[config.mk]
export PLATFORM = sky130hd
export DESIGN_NAME = player_motion
export DESIGN_NICKNAME = d
export VERILOG_FILES = /design/src/rtl/player_motion.sv
export SDC_FILE = /design/constraint.sdc
export NUM_CORES = 1
export LEC_CHECK = 0
export CAP_MARGIN = 20
export CORE_MARGIN = 4
export CORE_UTILIZATION = 30
export CTS_BUF_LIST = sky130_fd_sc_hd__clkbuf_4
export DETAILED_ROUTE_END_ITERATION = 6
export HOLD_SLACK_MARGIN = 0.02
export PLACE_DENSITY = 0.47
export SLEW_MARGIN = 20
export SYNTH_ARGS = -nofsm -noshare
export SYNTH_HDL_FRONTEND = slang
export SYNTH_SLANG_ARGS = --single-unit
[constraint.sdc]
create_clock -name clk -period 10.7 [get_ports clk]
set_input_delay 1.605 -clock clk [delete_from_list [all_inputs] [get_ports clk]]
set_output_delay 1.605 -clock clk [all_outputs]
set_load 0.005 [all_outputs]
[src/rtl/player_motion.sv]
// rtl/player_motion.sv - per-frame player position: walk, squat, parabolic jump, dash with cooldown.
// Optional air jump is enabled by defining PLAYER_DOUBLE_JUMP_EN.
module player_motion #(
    parameter int X_W       = 11,
    parameter int Y_W       = 10,
    parameter int MAP_X     = 320,
    parameter int MAP_Y     = 240,
    parameter int PLAYER_X  = 32,
    parameter int LIMIT_X   = 600,
    parameter int PLAYER_Y  = 48,
    parameter int SQUAT_Y   = 32,
    parameter int STEP_X    = 4,
    parameter int V         = 20,
    parameter int G         = 2,
    parameter int MAX_J     = 15,
    parameter int DASH_STEP = 12,
    parameter int DASH_LEN  = 4,
    parameter int DASH_CD   = 30
) (
    input  logic                  clk,
    input  logic                  rst_n,
    input  logic                  tick,
    input  logic                  right,
    input  logic                  left,
    input  logic                  jump,
    input  logic                  squat,
    input  logic                  defend,
    input  logic                  dash,
    output logic signed [X_W-1:0] x,
    output logic signed [Y_W-1:0] y,
    output logic                  isD,
    output logic                  isQ,
    output logic                  isJ,
    output logic                  isDash,
    output logic                  facing
);

    localparam int AW  = 2 * Y_W;
    localparam int XW2 = X_W + 2;
    localparam int KW  = $clog2(MAX_J + 2);
    localparam int DLW = $clog2(DASH_LEN + 1);
    localparam int CDW = $clog2(DASH_CD + 1);

    localparam logic signed [Y_W-1:0] Y_BASE   = Y_W'(PLAYER_Y - MAP_Y);
    localparam logic signed [Y_W-1:0] Y_SQUAT  = Y_W'(SQUAT_Y - MAP_Y);
    localparam logic signed [AW-1:0]  Y_BASE_E = AW'(PLAYER_Y - MAP_Y);
    localparam logic signed [AW-1:0]  V_S      = AW'(V);
    localparam logic signed [AW-1:0]  G_S      = AW'(G);
    localparam logic signed [X_W-1:0] X_MIN    = X_W'(PLAYER_X - MAP_X);
    localparam logic signed [XW2-1:0] X_MIN_E  = XW2'(PLAYER_X - MAP_X);
    localparam logic signed [XW2-1:0] X_MAX_E  = XW2'(LIMIT_X - MAP_X);
    localparam logic signed [XW2-1:0] STEP_E   = XW2'(STEP_X);
    localparam logic signed [XW2-1:0] DSTEP_E  = XW2'(DASH_STEP);

    typedef enum logic [1:0] {GROUND, SQUAT, AIR} vstate_t;

    vstate_t               state_q, state_d;
    logic signed [Y_W-1:0] y_q, y0_q, y_air;
    logic [KW-1:0]         k_q;
    logic signed [X_W-1:0] x_q, x_d;
    logic                  facing_q, facing_d;
    logic                  jump_q, dash_q;
    logic [DLW-1:0]        dash_cnt_q;
    logic [CDW-1:0]        cd_q;
    logic                  jump_edge, dash_edge, dashing, dash_start;
    logic                  launch, land, air_jump;

    logic signed [AW-1:0]  kk, y0_e, y_full;
    logic signed [XW2-1:0] x_e, delta, x_sum;

    assign jump_edge  = jump & ~jump_q;
    assign dash_edge  = dash & ~dash_q;
    assign dashing    = (dash_cnt_q != '0);
    assign dash_start = dash_edge & ~dashing & (cd_q == '0);

`ifdef PLAYER_DOUBLE_JUMP_EN
    logic air_used_q;

    always_ff @(posedge clk or negedge rst_n) begin
        if (!rst_n) begin
            air_used_q <= 1'b0;
        end else if (tick) begin
            if (land)
                air_used_q <= 1'b0;
            else if (air_jump)
                air_used_q <= 1'b1;
        end
    end
`endif

    // vertical FSM: state register
    always_ff @(posedge clk or negedge rst_n) begin
        if (!rst_n)
            state_q <= GROUND;
        else if (tick)
            state_q <= state_d;
    end

    // vertical FSM: next state; a jump edge beats squat, landing beats an air jump
    always_comb begin
        state_d  = state_q;
        launch   = 1'b0;
        land     = 1'b0;
        air_jump = 1'b0;
        case (state_q)
            GROUND, SQUAT: begin
                if (jump_edge) begin
                    state_d = AIR;
                    launch  = 1'b1;
                end else if (squat) begin
                    state_d = SQUAT;
                end else begin
                    state_d = GROUND;
                end
            end
            AIR: begin
                if (k_q == KW'(MAX_J)) begin
                    state_d = GROUND;
                    land    = 1'b1;
                end
`ifdef PLAYER_DOUBLE_JUMP_EN
                else if (jump_edge && !air_used_q) begin
                    air_jump = 1'b1;
                end
`endif
            end
            default: state_d = GROUND;
        endcase
    end

    // vertical FSM: outputs
    always_comb begin
        isJ = (state_q == AIR);
        isQ = (state_q == SQUAT);
    end

    // y = y0 + V*k - G*k^2/2 in double-width signed math, floored at standing height
    always_comb begin
        kk     = {{(AW-KW){1'b0}}, k_q};
        y0_e   = {{(AW-Y_W){y0_q[Y_W-1]}}, y0_q};
        y_full = y0_e + V_S * kk - ((G_S * kk * kk) >>> 1);
        if (y_full < Y_BASE_E)
            y_air = Y_BASE;
        else
            y_air = y_full[Y_W-1:0];
    end

    always_ff @(posedge clk or negedge rst_n) begin
        if (!rst_n) begin
            y_q  <= Y_BASE;
            y0_q <= Y_BASE;
            k_q  <= '0;
        end else if (tick) begin
            if (state_q == AIR) begin
                if (air_jump) begin
                    y0_q <= y_q;
                    k_q  <= '0;
                end else begin
                    y_q <= y_air;
                    k_q <= land ? '0 : k_q + KW'(1);
                end
            end else if (launch) begin
                y_q  <= Y_BASE;
                y0_q <= Y_BASE;
                k_q  <= '0;
            end else begin
                y_q <= squat ? Y_SQUAT : Y_BASE;
            end
        end
    end

    // horizontal step: dash overrides walk and freezes facing
    always_comb begin
        x_e      = {{(XW2-X_W){x_q[X_W-1]}}, x_q};
        delta    = '0;
        facing_d = facing_q;
        if (dashing) begin
            delta = facing_q ? DSTEP_E : -DSTEP_E;
        end else if (right) begin
            delta    = STEP_E;
            facing_d = 1'b1;
        end else if (left) begin
            delta    = -STEP_E;
            facing_d = 1'b0;
        end
        x_sum = x_e + delta;
        if (x_sum < X_MIN_E)
            x_d = X_MIN_E[X_W-1:0];
        else if (x_sum > X_MAX_E)
            x_d = X_MAX_E[X_W-1:0];
        else
            x_d = x_sum[X_W-1:0];
    end

    always_ff @(posedge clk or negedge rst_n) begin
        if (!rst_n) begin
            x_q        <= X_MIN;
            facing_q   <= 1'b1;
            jump_q     <= 1'b0;
            dash_q     <= 1'b0;
            dash_cnt_q <= '0;
            cd_q       <= '0;
        end else if (tick) begin
            x_q      <= x_d;
            facing_q <= facing_d;
            jump_q   <= jump;
            dash_q   <= dash;
            if (dashing) begin
                dash_cnt_q <= dash_cnt_q - DLW'(1);
                if (dash_cnt_q == DLW'(1))
                    cd_q <= CDW'(DASH_CD);
            end else begin
                if (cd_q != '0)
                    cd_q <= cd_q - CDW'(1);
                if (dash_start)
                    dash_cnt_q <= DLW'(DASH_LEN);
            end
        end
    end

    assign x      = x_q;
    assign y      = y_q;
    assign facing = facing_q;
    assign isDash = dashing;
    assign isD    = defend & ~dashing;

endmodule
After elaboration in Yosys (flattened, before gate mapping). Index checks and enable logic that the tools add are counted.

Mux-type cells: 28. $mul: 2. Equal/unequal tests: 6. Reductions and logical operators: 14. Add/subtract/negate cells: 6. Magnitude comparators: 3. Bitwise operators: 8.

Operators with widths (number): 2-to-1 mux 13 bit (4); 2-to-1 mux 5 bit (6); 2-to-1 mux 11 bit (2); 2-to-1 mux 10 bit (2); 2-to-1 mux 7 bit (2); adder 11 x 13 -> 13 bit (1); > comparator 13 x 10 -> 1 bit, second input constant (1); less-than comparator 13 x 10 -> 1 bit, second input constant (1); less-than comparator 13 x 9 -> 1 bit, second input constant (1); subtractor 12 x 11 -> 13 bit (1); adder 9 x 11 -> 12 bit, first input constant (1); multiplier 5 x 5 -> 10 bit (1); multiplier 3 x 5 -> 8 bit, first input constant (1); nonzero test 2 bit (4); 2-to-1 mux 1 bit (7); 2-to-1 mux 3 bit (2); AND reduction 2 bit (3); AND reduction 3 bit (2); adder 5 x 1 -> 5 bit, second input constant (1); bitwise AND 1 bit (5); == test 5 x 4 -> 1 bit, second input constant (1); zero test 5 bit (1); nonzero test 5 bit (1); subtractor 5 x 1 -> 5 bit, second input constant (1); 11 further kinds (15).

Bits in registers: 39. Bits of input ports: 9. Logic and storage cells: 76.

Longest topological paths before layout. Gate-level depths: netlist of run 1.

Depth after elaboration: 7. Gate-level depth with buffers: 25. Gate-level depth less buffers: 23.

Worst setup path before layout of run 1. OpenSTA, ideal clock, no wires.

Path type: register to register. Start point: register k_q[1]. End point: register y_q[3] (netlist: y[3]). Setup slack: 5.310 ns. Cell stages (with the launch flop): 23. Period minus slack after synthesis: 5.390 ns. Library setup time: 0.092 ns. Data arrival time: 5.298 ns. Cells stage by stage: dfrtp_1 ha_1 inv_1 fa_1 fa_1 inv_1 ha_1 a31o_2 ha_1 inv_1 o21bai_1 a21oi_1 o21ai_0 xnor2_1 ha_1 inv_1 ha_1 buf_2 a221o_1 nor4b_2 nand4_1 o41a_1 o31ai_2.

Longest elaborated chain between the ends: 6. Elaborated cells between the ends (all ways): 7.

Ends and longest elaborated chain: start, declared (line 59) `logic [KW-1:0] k_q;`; start signal, assigned (line 160) `k_q <= land ? '0 : k_q + KW'(1);`; multiplier 3 x 5 -> 8 bit (line 141) `y_full = y0_e + V_S * kk - ((G_S * kk * kk) >>> 1);`; adder 9 x 11 -> 12 bit (line 141); subtractor 12 x 11 -> 13 bit * (line 141); less-than comparator 13 x 9 -> 1 bit (line 142) `if (y_full < Y_BASE_E)`; 2-to-1 mux 10 bit * (line 142); 2-to-1 mux 10 bit * (line 154) `if (state_q == AIR) begin`; end signal, assigned (line 159) `y_q <= y_air;`; end signal, assigned (line 167) `y_q <= squat ? Y_SQUAT : Y_BASE;`; end, declared (line 58) `logic signed [Y_W-1:0] y_q, y0_q, y_air;`.

Mark *: on every way between the ends. The rest lies on a longest branch, timed or not. A chain may end at the register's enable or synchronous reset.

Worst setup path after layout of run 1. Ends and elaborated chain as after synthesis.

==> flow_summary.yaml, run 1 <==
run_status:
  status: "complete, no violations"
floorplanning:
  die_y_um: 115
  io_pins: 35
  die_area_um2: 13200
  die_w_um: 115
  rows: 38
  core-area_um2: 11000
  start_util: 0.312
route:
  wire_per_inst_um: 13.8
  routed_wl_um: 7870
  post-route-drc-count: 0
  first_pass_iters: 4
  ant_nets: 0
  first_iter_violations: 197
  vias_per_cell: 5.14
  vias: 2934
sta:
  fmax_ghz: 0.167
  fin_worst_skew_ps: 13.6
  hold_viol: 0
  fin_crit_ps: 5970
  layout_setup_ws_ps: 4730
  min_period_over_period: 0.558
  fin_tns_setup_ps: 0
  tightestPinTransition_ps: 1040
  drv_slew: 0
  slew_headroom: 0.302
  rsz0062_at_grt: "false"
  finalSetupViolCount: 0
pwr:
  power_switching_mw: 0.675
  seqPwrFrac: 0.196
  vdd_drop_max_v: 0.000236
  combPwrFrac: 0.748
  power_mw: 1.34
  p_per_area_nw_per_um2: 342
  pwr-share-clk: 0.057
  internal_power_mw: 0.665
  p_sw_frac: 0.504
  leakage_nw: 1.71
synthesis:
  synth_top_area_frac: 0.197
  yosysWarningCount: 0
  synth_cell_types: 62
  synth_edf_count: 0
  yosys.area.top_type: "dfrtp_1"
  yosysSeqAreaShare: 0.265
  synth_most_common_cell: "ha_1"
  ys.flop_type: "dfrtp_1"
  postSynthAreaPerCell_um2: 8.49
  async_flop_share: 1.00
  synth-seq-cells: 36
  yosys-top-cells-count: "46 x ha_1, 43 x nor2_1, 34 x nand2_1, 31 x inv_1"
  ys_top_cells_by_area: "dfrtp_1 20%, ha_1 17%, dfstp_2 6.9%, nor2_1 4.7%, a21oi_1 4.2%"
  syn_area_um2: 3440
  syn-instance-count: 405
critical_path:
  startpoint_type: "flip-flop"
  cp_slowest_cell: "o41a_1"
  crit_chain: "ha_1 -> inv_1 -> fa_1 -> fa_1 -> inv_1 -> ha_1 -> a31o_2 -> ha_1 -> inv_1 -> nor2_1 -> nor2_1 -> o21bai_1 -> a21oi_1 -> xnor2_1 -> ha_1 -> inv_1 -> ha_1 -> a21o_1 -> a221o_1 -> nor4b_2 -> nand4_1 -> o41a_1 -> o31ai_2"
  slowest_delay_ps: 570
  required_ps: 10970
  cp_max_fo: 15
  cp-end-kind: "flip-flop"
  worstPathArrival_ps: 6240
  crit_path_frequent_cell: "ha_1"
  critPathKind: "reg -> reg"
run:
  cap_viol_max_count: 0
global_route:
  grt_max_degree: 37
  antenna_found_initial: 0
  grt_overflow: 0
  grt_pass1_vias: 2760
  grt_use_total: 0.120
  grt_pass1_wl_um: 13100
cts:
  clk_latency_ps: 350
  clockBufferDepth: 2
  cts_hold_buf: 0
  clock_sinks: 36
  clk_pin_slew_ps: 130
  post_cts.repair.setup_buffers: 0
  cts_buffers: 5
  tritoncts: "built"
  cts_max_level: 2
  ctsResizeCount: 0
  root_buffer: "clkbuf_4"
cells_and_area:
  finalNonFillerCells: 571
  stdcell_area_um2: 3920
  drive_gt1_frac: 0.0928
  area_delta_synth_final_pct: 13.9
  fin_nets: 490
  num_antenna_cells: 0
place:
  io_buffer_count: 32
  hpwl_um: 6180
  placed_cell_area_um2: 3860
  gp_congestion: 0.757
  dpl_worst_slack_ps: 4720
  placedCellCount: 563
worst_hold_path:
  holdCritPathClass: "reg -> reg"
path summary, 6_finish.rpt:
path	depth (start not counted)	slack, ps	startpoint	end
max	23	4730	k_q[1]$_DFFE_PN0P_	y[3]$_DFFE_PN0P_
min	2	500	y[9]$_DFFE_PN1P_	y[9]$_DFFE_PN1P_
min reg2reg	2	500	y[9]$_DFFE_PN1P_	y[9]$_DFFE_PN1P_
max in group asynchronous	1	8840	rst_n	k_q[0]$_DFFE_PN0P_
min in group asynchronous	1	1340	rst_n	y[4]$_DFFE_PN0P_
max reg2reg	23	4730	k_q[1]$_DFFE_PN0P_	y[3]$_DFFE_PN0P_
power by group through the flow:
stage	sequential, mW	combinational [mW]	clock, mW
after global routing	0.272	1.13	0.0844
after CTS	0.263	1.01	0.0809
after global placement	0.266	1.00	0
final	0.262	1.00	0.0758
after floorplan	0.243	0.768	0
after detailed placement	0.266	0.999	0
state kept, by name, indices dropped and copies added, names as in the netlist:
name,count
cd_q,5
dash_cnt_q,3
y,9
state_q,2
k_q,5
x,9
facing,1
jump_q,1
dash_q,1
critical path: cells and delay by family (launching register included):
| family | cells | cell delay [ps] |
|---|---|---|
| adder cells (fa/ha/maj) | 7 | 2490 |
| AO/OA/AOI/OAI | 7 | 1810 |
| AND/OR/NAND/NOR | 4 | 620 |
| flip-flops | 1 | 560 |
| buffers and inverters | 4 | 340 |
| XOR/XNOR | 1 | 80 |
cell usage in the layout, fill, tap and decap left out, types with 4 or more instances in the layout:
cell type        instances
inv_1                   31
xor2_1                  10
o21ai_0                 29
clkbuf_4                 5
dfrtp_1                 27
nor2_1                  43
mux2_2                   4
nor3_1                   4
and2_1                   4
xnor2_1                  8
clkdlybuf4s50_1         31
a31oi_1                  6
nor3b_1                  4
nand3_1                  9
dfstp_2                  9
nor2b_1                  8
ha_1                    46
o21bai_1                 4
a21oi_1                 29
nand2_1                 34
fa_1                     5
a21o_1                   7
stage by stage:
| stage | util | hold slack, ps |
|---|---|---|
| finish | 0.355 | 499 |
| global route | 0.355 | 518 |
| CTS | 0.355 | 502 |
| detailed placement | 0.350 | 484 |
| global placement | 0.350 | 473 |
| floorplan | - | 442 |
cells by family after synthesis:
kind of cell	synth area share
flops	0.265
compound gates	0.222
fa+ha+maj	0.197
other cells	0.00109
xor+xnor	0.0459
simple gates	0.191
mux	0.0189
buf+inv	0.0586
per-layer routing:
| metal | share of wire | GRT usage | vias to the layer above |
|---|---|---|---|
| met2 | 0.48 | 0.209 | 51 |
| met3 | 0.035 | 0.0168 | 9 |
| li1 | - | - | 1494 |
| met1 | 0.47 | 0.156 | 1380 |
| met5 | 0 | 0 | - |
| met4 | 0.011 | 0.0305 | 0 |
final cells by class:
class / instances / area [um^2]
repair buffers: 33 / 323
inverters: 32 / 120
flip-flops and latches: 36 / 912
fillers: 1183 / 7120
clock buffers: 5 / 37.5
clock inverters: 3 / 18.8
multi-input cells: 322 / 2330
well taps: 140 / 175
Note: power is estimated with default switching activity, not from simulation.
==> inputs of run 2 (changes only) <==
==> constraint.sdc (replaced) <==
create_clock -name clk -period 5.8 [get_ports clk]
set_input_delay 0.87 -clock clk [delete_from_list [all_inputs] [get_ports clk]]
set_output_delay 0.87 -clock clk [all_outputs]
set_load 0.005 [all_outputs]
==> run 2 against run 1 <==
  * Cell area up 3.4%
  * Flip-flop and latch count unchanged
  * Combinational power up 96%
  * Clock skew up 8.5 ps
  * Sequential power up 72%
  * Critical endpoint is now y[1]$_DFFE_PN0P_
  * Non-clock buffer count up 12
  * Fmax up 10%
  * Via count down 1.2%
  * Total power up 91%
  * Register-to-register slack worse by 4400 ps
  * Critical path depth down 2
  * Utilization up 1.2 points
==> flow_summary.yaml, run 2 (same netlist as run 1, synthesis figures left out) <==
cts:
  tritoncts: "built"
  clockBufferDepth: 2
  cts_max_level: 2
  cts_buffers: 5
  clock_sinks: 36
  cts_hold_buf: 0
  clk_latency_ps: 350
  clk_pin_slew_ps: 140
  root_buffer: "clkbuf_4"
run:
  cap_viol_max_count: 0
route:
  wire_per_inst_um: 14.0
  ant_nets: 0
  first_pass_iters: 4
  routed_wl_um: 8160
  first_iter_violations: 192
  post-route-drc-count: 0
  vias: 2900
  vias_per_cell: 4.97
pwr:
  power_mw: 2.56
  p_per_area_nw_per_um2: 631
  vdd_drop_max_v: 0.000363
  leakage_nw: 1.76
place:
  dpl_worst_slack_ps: 177
  placed_cell_area_um2: 3920
  gp_congestion: 0.768
  hpwl_um: 6340
  io_buffer_count: 32
  placedCellCount: 571
cells_and_area:
  fillers: 1148
  num_antenna_cells: 0
  fin_nets: 502
  layout_common_cells: "43 x nor2_1, 42 x ha_1, 34 x nand2_1, 31 x clkdlybuf4s50_1, 29 x o21ai_0"
  area_delta_synth_final_pct: 17.8
  stdcell_area_um2: 4050
  final_common_cell: "nor2_1"
  drive_gt1_frac: 0.135
  finalNonFillerCells: 583
critical_path:
  crit_chain: "ha_2 -> inv_2 -> fa_1 -> fa_1 -> inv_1 -> ha_1 -> a31o_2 -> ha_1 -> inv_2 -> o21bai_1 -> a21oi_2 -> xor2_1 -> ha_1 -> ha_4 -> nand4_1 -> a211oi_2 -> nor3_1 -> nor4b_2 -> nand4_1 -> o41a_1 -> o31ai_2"
  slowest_delay_ps: 520
  r2r_setup_slack_ps: 370
  cp_slowest_cell: "o41a_1"
  cp_max_fo: 6
  critPathKind: "reg -> reg"
  startpoint_type: "flip-flop"
  worstPathArrival_ps: 5690
  cp-end-kind: "flip-flop"
  required_ps: 6060
  crit_path_frequent_cell: "ha_1"
  r2r_cells: 21
floorplanning:
  die_w_um: 115
  die_area_um2: 13200
  io_pins: 35
  die_y_um: 115
  rows: 38
  start_util: 0.312
  core-area_um2: 11000
global_route:
  antenna_found_initial: 0
  grt_pass1_vias: 2842
  grt_overflow: 0
  grt_use_total: 0.127
  grt_max_degree: 37
  grt_pass1_wl_um: 13900
worst_hold_path:
  holdCritPathClass: "reg -> reg"
  worstHoldPathCells: 1
sta:
  fin_crit_ps: 5430
  layout_setup_ws_ps: 374
  fmax_ghz: 0.184
  slew_headroom: 0.290
  rsz0062_at_grt: "false"
  tightestPinTransition_ps: 1050
  finalSetupViolCount: 0
  hold_viol: 0
  fin_worst_skew_ps: 22.1
  fin_tns_setup_ps: 0
  min_period_over_period: 0.936
  drv_slew: 0
run_status:
  status: "complete, no violations"
## run 2: changes by cell type in the layout (fill, tap and decap cells not counted), sizes merged
cell,delta
buf,+12
## run 2: cell type report
cell class	instances	area [um^2]	area share
clock buffers	5	37.5	0.00927
flip-flops and latches	36	912	0.225
repair buffers	45	413	0.102
well taps	140	175	0.0433
clock inverters	3	18.8	0.00464
inverters	32	120	0.0297
multi-input cells	322	2370	0.586
## run 2: final timing paths
kind	from	to
min in group asynchronous	rst_n	y[4]$_DFFE_PN0P_
min	cd_q[4]$_DFFE_PN0P_	cd_q[4]$_DFFE_PN0P_
max in group asynchronous	rst_n	y[5]$_DFFE_PN0P_
max reg2reg	k_q[1]$_DFFE_PN0P_	y[1]$_DFFE_PN0P_
max	k_q[1]$_DFFE_PN0P_	y[1]$_DFFE_PN0P_
min reg2reg	cd_q[4]$_DFFE_PN0P_	cd_q[4]$_DFFE_PN0P_
## run 2: layer usage
metal | GRT usage | part of all wire | wire (um)
met1 | 0.170 | 0.49 | 4030
met2 | 0.219 | 0.47 | 3820
met3 | 0.0184 | 0.028 | 227
met4 | 0.0282 | 0.010 | 82
met5 | 0 | 0 | 0
## run 2: where the power goes
part | switching, mW | total, mW | internal, mW
clock network | 0.0968 | 0.143 | 0.0467
registers | 0.0786 | 0.451 | 0.372
logic | 1.10 | 1.96 | 0.864
total | 1.27 | 2.56 | 1.28
## run 2: stage by stage
step / utilization / hold slack, ps
after global placement: 0.355 / 470
after detailed placement: 0.355 / 466
after CTS: 0.360 / 489
final: 0.367 / 493
after floorplan: - / 442
after global routing: 0.367 / 526
## run 2: worst max-delay path: cells and delay by family (launching register included)
family	cells	cell delay [ps]
XOR/XNOR	1	160
buffers and inverters	3	160
flip-flops	1	420
AO/OA/AOI/OAI	6	1600
adder cells (fa/ha/maj)	7	2330
AND/OR/NAND/NOR	4	660
## run 2: repair_timing
action,4_1_cts,5_1_grt
gates resized for setup,0,10
setup buffers,0,4
endpoints found under the setup margin,0,7
==> inputs of run 3 (changes only) <==
--- a/config.mk
+++ b/config.mk
@@ -11,6 +11,7 @@
 export CTS_BUF_LIST = sky130_fd_sc_hd__clkbuf_4
 export DETAILED_ROUTE_END_ITERATION = 6
 export HOLD_SLACK_MARGIN = 0.02
+export MAX_ROUTING_LAYER = met4
 export PLACE_DENSITY = 0.47
 export SLEW_MARGIN = 20
 export SYNTH_ARGS = -nofsm -noshare
==> run 3 against run 2 <==
  * Final cell count did not move
  * Die area did not move
  * Non-clock buffer count did not move
  * Utilization did not move
  * Clock skew barely moved
  * Hold slack barely moved
  * First-iteration DRC count fell by 1.0%
  * Register-to-register slack barely moved
==> flow_summary.yaml, run 3 (same netlist as run 1, synthesis figures left out) <==
run_status:
  status: "complete, no violations"
sta:
  drv_slew: 0
  slew_headroom: 0.313
  hold_viol: 0
  fin_crit_ps: 5430
  tightestPinTransition_ps: 1020
  fin_worst_skew_ps: 22.2
  min_period_over_period: 0.936
  fin_tns_setup_ps: 0
  fmax_ghz: 0.184
  finalSetupViolCount: 0
  rsz0062_at_grt: "false"
cts:
  clock_sinks: 36
  clk_pin_slew_ps: 140
  cts_max_level: 2
  tritoncts: "built"
  cts_hold_buf: 0
  clk_latency_ps: 350
  clockBufferDepth: 2
  cts_buffers: 5
  root_buffer: "clkbuf_4"
pwr:
  leakage_nw: 1.76
  pwr-share-clk: 0.055
  p_per_area_nw_per_um2: 631
  internal_power_mw: 1.28
  vdd_drop_max_v: 0.000364
  p_sw_frac: 0.498
  power_mw: 2.55
  power_switching_mw: 1.27
  combPwrFrac: 0.768
  seqPwrFrac: 0.176
place:
  io_buffer_count: 32
  placed_cell_area_um2: 3920
  gp_congestion: 0.778
  hpwl_um: 6340
global_route:
  grt_use_total: 0.131
  grt_max_degree: 37
  grt_pass1_wl_um: 13800
  grt_overflow: 0
  antenna_found_initial: 0
  grt_pass1_vias: 2840
cells_and_area:
  utilization: 0.367
  fin_nets: 502
  area_delta_synth_final_pct: 17.8
  num_antenna_cells: 0
  stdcell_area_um2: 4050
  final_common_cell: "nor2_1"
  drive_gt1_frac: 0.135
  layout_common_cells: "43 x nor2_1, 42 x ha_1, 34 x nand2_1, 31 x clkdlybuf4s50_1, 29 x o21ai_0"
floorplanning:
  core-area_um2: 11000
  rows: 38
  io_pins: 35
  start_util: 0.312
  die_area_um2: 13200
  die_w_um: 115
  die_y_um: 115
route:
  post-route-drc-count: 0
  first_iter_violations: 190
  routed_wl_um: 8150
  vias_per_cell: 4.98
  vias: 2902
  wire_per_inst_um: 14.0
  ant_nets: 0
  first_pass_iters: 4
critical_path:
  worstSetupStartpoint: "k_q[1]$_DFFE_PN0P_"
  required_ps: 6060
  reg2reg_from: "k_q[1]$_DFFE_PN0P_"
  worstPathArrival_ps: 5690
  critPathKind: "reg -> reg"
  cp-end-kind: "flip-flop"
  startpoint_type: "flip-flop"
  cp_max_fo: 6
run:
  cap_viol_max_count: 0
worst_hold_path:
  holdCritPathClass: "reg -> reg"
  hp-start: "cd_q[4]$_DFFE_PN0P_"
run 3: repair_timing:
action                     CTS  global route
resized for setup            0            10
setup endpoints to repair    0             7
hold endpoints to repair     0             0
setup buffers                0             4
run 3: power by group through the flow:
stage | Sequential (mW) | Clock [mW] | Combinational (mW)
final | 0.451 | 0.142 | 1.96
after floorplan | 0.449 | 0 | 1.42
after global placement | 0.454 | 0 | 1.90
after CTS | 0.453 | 0.152 | 1.92
after detailed placement | 0.457 | 0 | 1.90
after global routing | 0.467 | 0.164 | 2.21
run 3: area by class of cell:
cell class	instances	area, um^2
tap	140	175
clock inverter	3	18.8
timing repair buffer	45	413
inverter	32	120
sequential	36	912
clock buffer	5	37.5
multi-input combinational	322	2370
fill	1148	6980
run 3: metal layers:
layer / share of wire / up-vias / global-route usage / wire length [um]
li1: - / 1513 / - / -
met1: 0.49 / 1343 / 0.170 / 4010
met2: 0.47 / 39 / 0.218 / 3820
met3: 0.030 / 7 / 0.0179 / 244
met4: 0.0077 / 0 / 0.0282 / 63
met5: 0 / - / - / 0
run 3: worst paths after layout:
| check | slack (ps) | cells past startpoint | end |
|---|---|---|---|
| setup / recovery | 370 | 21 | y[1]$_DFFE_PN0P_ |
| max in group asynchronous | 4660 | 1 | y[5]$_DFFE_PN0P_ |
| hold / removal | 490 | 1 | cd_q[4]$_DFFE_PN0P_ |
| setup reg to reg | 370 | 21 | y[1]$_DFFE_PN0P_ |
| min in group asynchronous | 610 | 1 | y[4]$_DFFE_PN0P_ |
| hold reg to reg | 490 | 1 | cd_q[4]$_DFFE_PN0P_ |
run 3: critical path: stages (launching register included):
cell and delay [ps]:
dfrtp_1 420, ha_2 200, inv_2 70, fa_1 440
fa_1 510, inv_1 40, ha_1 280, a31o_2 240
ha_1 290, inv_2 50, o21bai_1 160, a21oi_2 90
xor2_1 160, ha_1 310, ha_4 300, nand4_1 130
a211oi_2 320, nor3_1 90, nor4b_2 280, nand4_1 160
o41a_1 520, o31ai_2 270
run 3: metrics by stage:
step | worst slack (ps) | cells | hold WS [ps]
after CTS | 114 | 579 | 489
after floorplan | 410 | 406 | 442
after detailed placement | 177 | 571 | 466
final | 373 | 583 | 493
after global routing | 24.5 | 583 | 526
after global placement | 243 | 571 | 470
==> variant: new RTL, flow settings as in run 1 <==
Encoding of `vstate_t`: now one-hot (3 bits for 3 states).
--- a/src/rtl/player_motion.sv
+++ b/src/rtl/player_motion.sv
@@ -54,3 +54,3 @@
 
-    typedef enum logic [1:0] {GROUND, SQUAT, AIR} vstate_t;
+    typedef enum logic [2:0] {GROUND = 3'b001, SQUAT = 3'b010, AIR = 3'b100} vstate_t;
 
Formal check against the unedited RTL: same outputs for any inputs over 4 cycles, from zero or initial values and one cycle with rst_n low; so few cycles prove little.
==> variant against run 1 <==
Synthesized area increased by 3.9%. Sequential cell count rose by 1. Combinational power down 12%. Total power is 8.9% lower. Design area increased by 4.1%. Final cell count rose by 4.2%. Setup slack improved by 170 ps. Wire length rose by 7.9%. Worst hold slack barely moved. Critical path type unchanged.
==> variant: results (changes against run 1) <==
| Metric | Value |
|---|---|
| Vias in the first global route | 3,065 (+11%) |
| Metal-1 WL | 4430 um (+18%) |
| Synth top area cells | dfrtp_1, ha_1, dfstp_2 |
| Pwr dens | 300 mW/mm^2 (-12%) |
| Peak VDD IR | 0.000205 V (-13%) |
| Status | finished, final reports clean |
| Dpl hpwl | 6690 um (+8.3%) |
| Synth Instances | 427 (+5.4%) |
| Worst slew pin tran | 904 ps (-133 ps) |
| Post-synthesis xor/xnor area fraction | 0.0515 (+0.00564) |
| Worst Skew | 1.86 ps (-11.7 ps) |
| CP max stage cell | dfrtp_1 |
| Met3 Use GR | 0.0216 (+0.00475) |
| Worst reg-to-reg path cell count | 21 (-8.7%) |
| Worst hold path depth | 1 (-1) |
| Lkg Pwr | 1.78 nW (+4.1%) |
| Seq cells post-synth | 37 (+2.8%) |
| Sequential share of cell area | 0.230 (-0.00278) |
| First-pass GRT wire length | 14,800 um (+13%) |
| Via count | 2,992 (+2.0%) |
| Iter 0 DRT Violations | 120 (-39%) |
| Critical-path maximum fanout | 16 (+1) |
| Post-synthesis compound-gate area fraction | 0.220 (-0.00238) |
| Proportion of layout cells with a drive suffix above 1 | 0.0819 (-0.0109) |
| Met3 WL post-DR | 200 um (-27%) |
| Worst path arrival time | 5990 ps (-250 ps) |
| Post-placement cell count | 587 (+4.3%) |
| Min-delay worst type | reg -> reg |
| Routability Congestion | 0.817 (+8.0%) |
| Syn_area_per_cell | 8.37 sq um (-1.5%) |
| DRT Wirelength | 8490 um (+7.9%) |
| Post-synthesis mux area share | 0.0179 (-0.00106) |
| DP Area | 0.00400 sq mm (+3.6%) |
| Largest net degree at the start of global routing | 38 (+2.7%) |
| Clk_lat worst skew | 330 ps (-20 ps) |
| Ys Warns | 0 (unchanged) |
| R2R Setup Slk | 4900 ps (+170 ps) |
| Share of the yosys chip area belonging to registers | 0.263 (-0.00259) |
| Multi-input gate count | 336 (+4.3%) |
| Worst r2r dst | y[4] |
| Hold Path End | cd_q[4] |
| Hold WS | 499 ps (+0.166 ps) |
| Number of distinct library cells after synthesis | 69 (+11%) |
| Clock-cell share | 0.0193 (+0.00496) |
| Final nets | 511 (+4.3%) |
| Logic inverters | 38 (+19%) |
| NonClk Buf Share | 0.0792 (-0.00326) |
| GR Util met1 | 0.194 (+0.0383) |
[variant: changes by cell type in the layout (fill, tap and decap cells not counted), moves of 3 or more]
cell       before  now
o2bb2ai_1       1    5
a21o_1          7    4
o31ai_2         3    0
a31oi_1         6   13
nand2b_1        3    6
a21oi_1        29   19
nor3_1          4    7
nor2_1         43   48
inv_1          31   37
[variant: worst max-delay path by stage]
| stage | cells past startpoint | slack (ps) | startpoint | end |
|---|---|---|---|---|
| final | 21 | 4900 | k_q[1] | y[4] |
| after detailed placement | 21 | 4930 | k_q[1] | y[4] |
| after floorplan | 22 | 5510 | k_q[0] | y[4] |
| after global routing | 21 | 4470 | k_q[1] | y[5] |
| after global placement | 21 | 5080 | k_q[1] | y[4] |
| after CTS | 21 | 4900 | k_q[1] | y[4] |
[variant: where the power goes]
group	switching (mW)	total, mW	internal (mW)	leakage (nW)
combinational	0.514	0.878	0.364	1.30
sequential	0.0500	0.245	0.195	0.437
clock	0.0494	0.0978	0.0484	0.0389
total	0.614	1.22	0.607	1.78
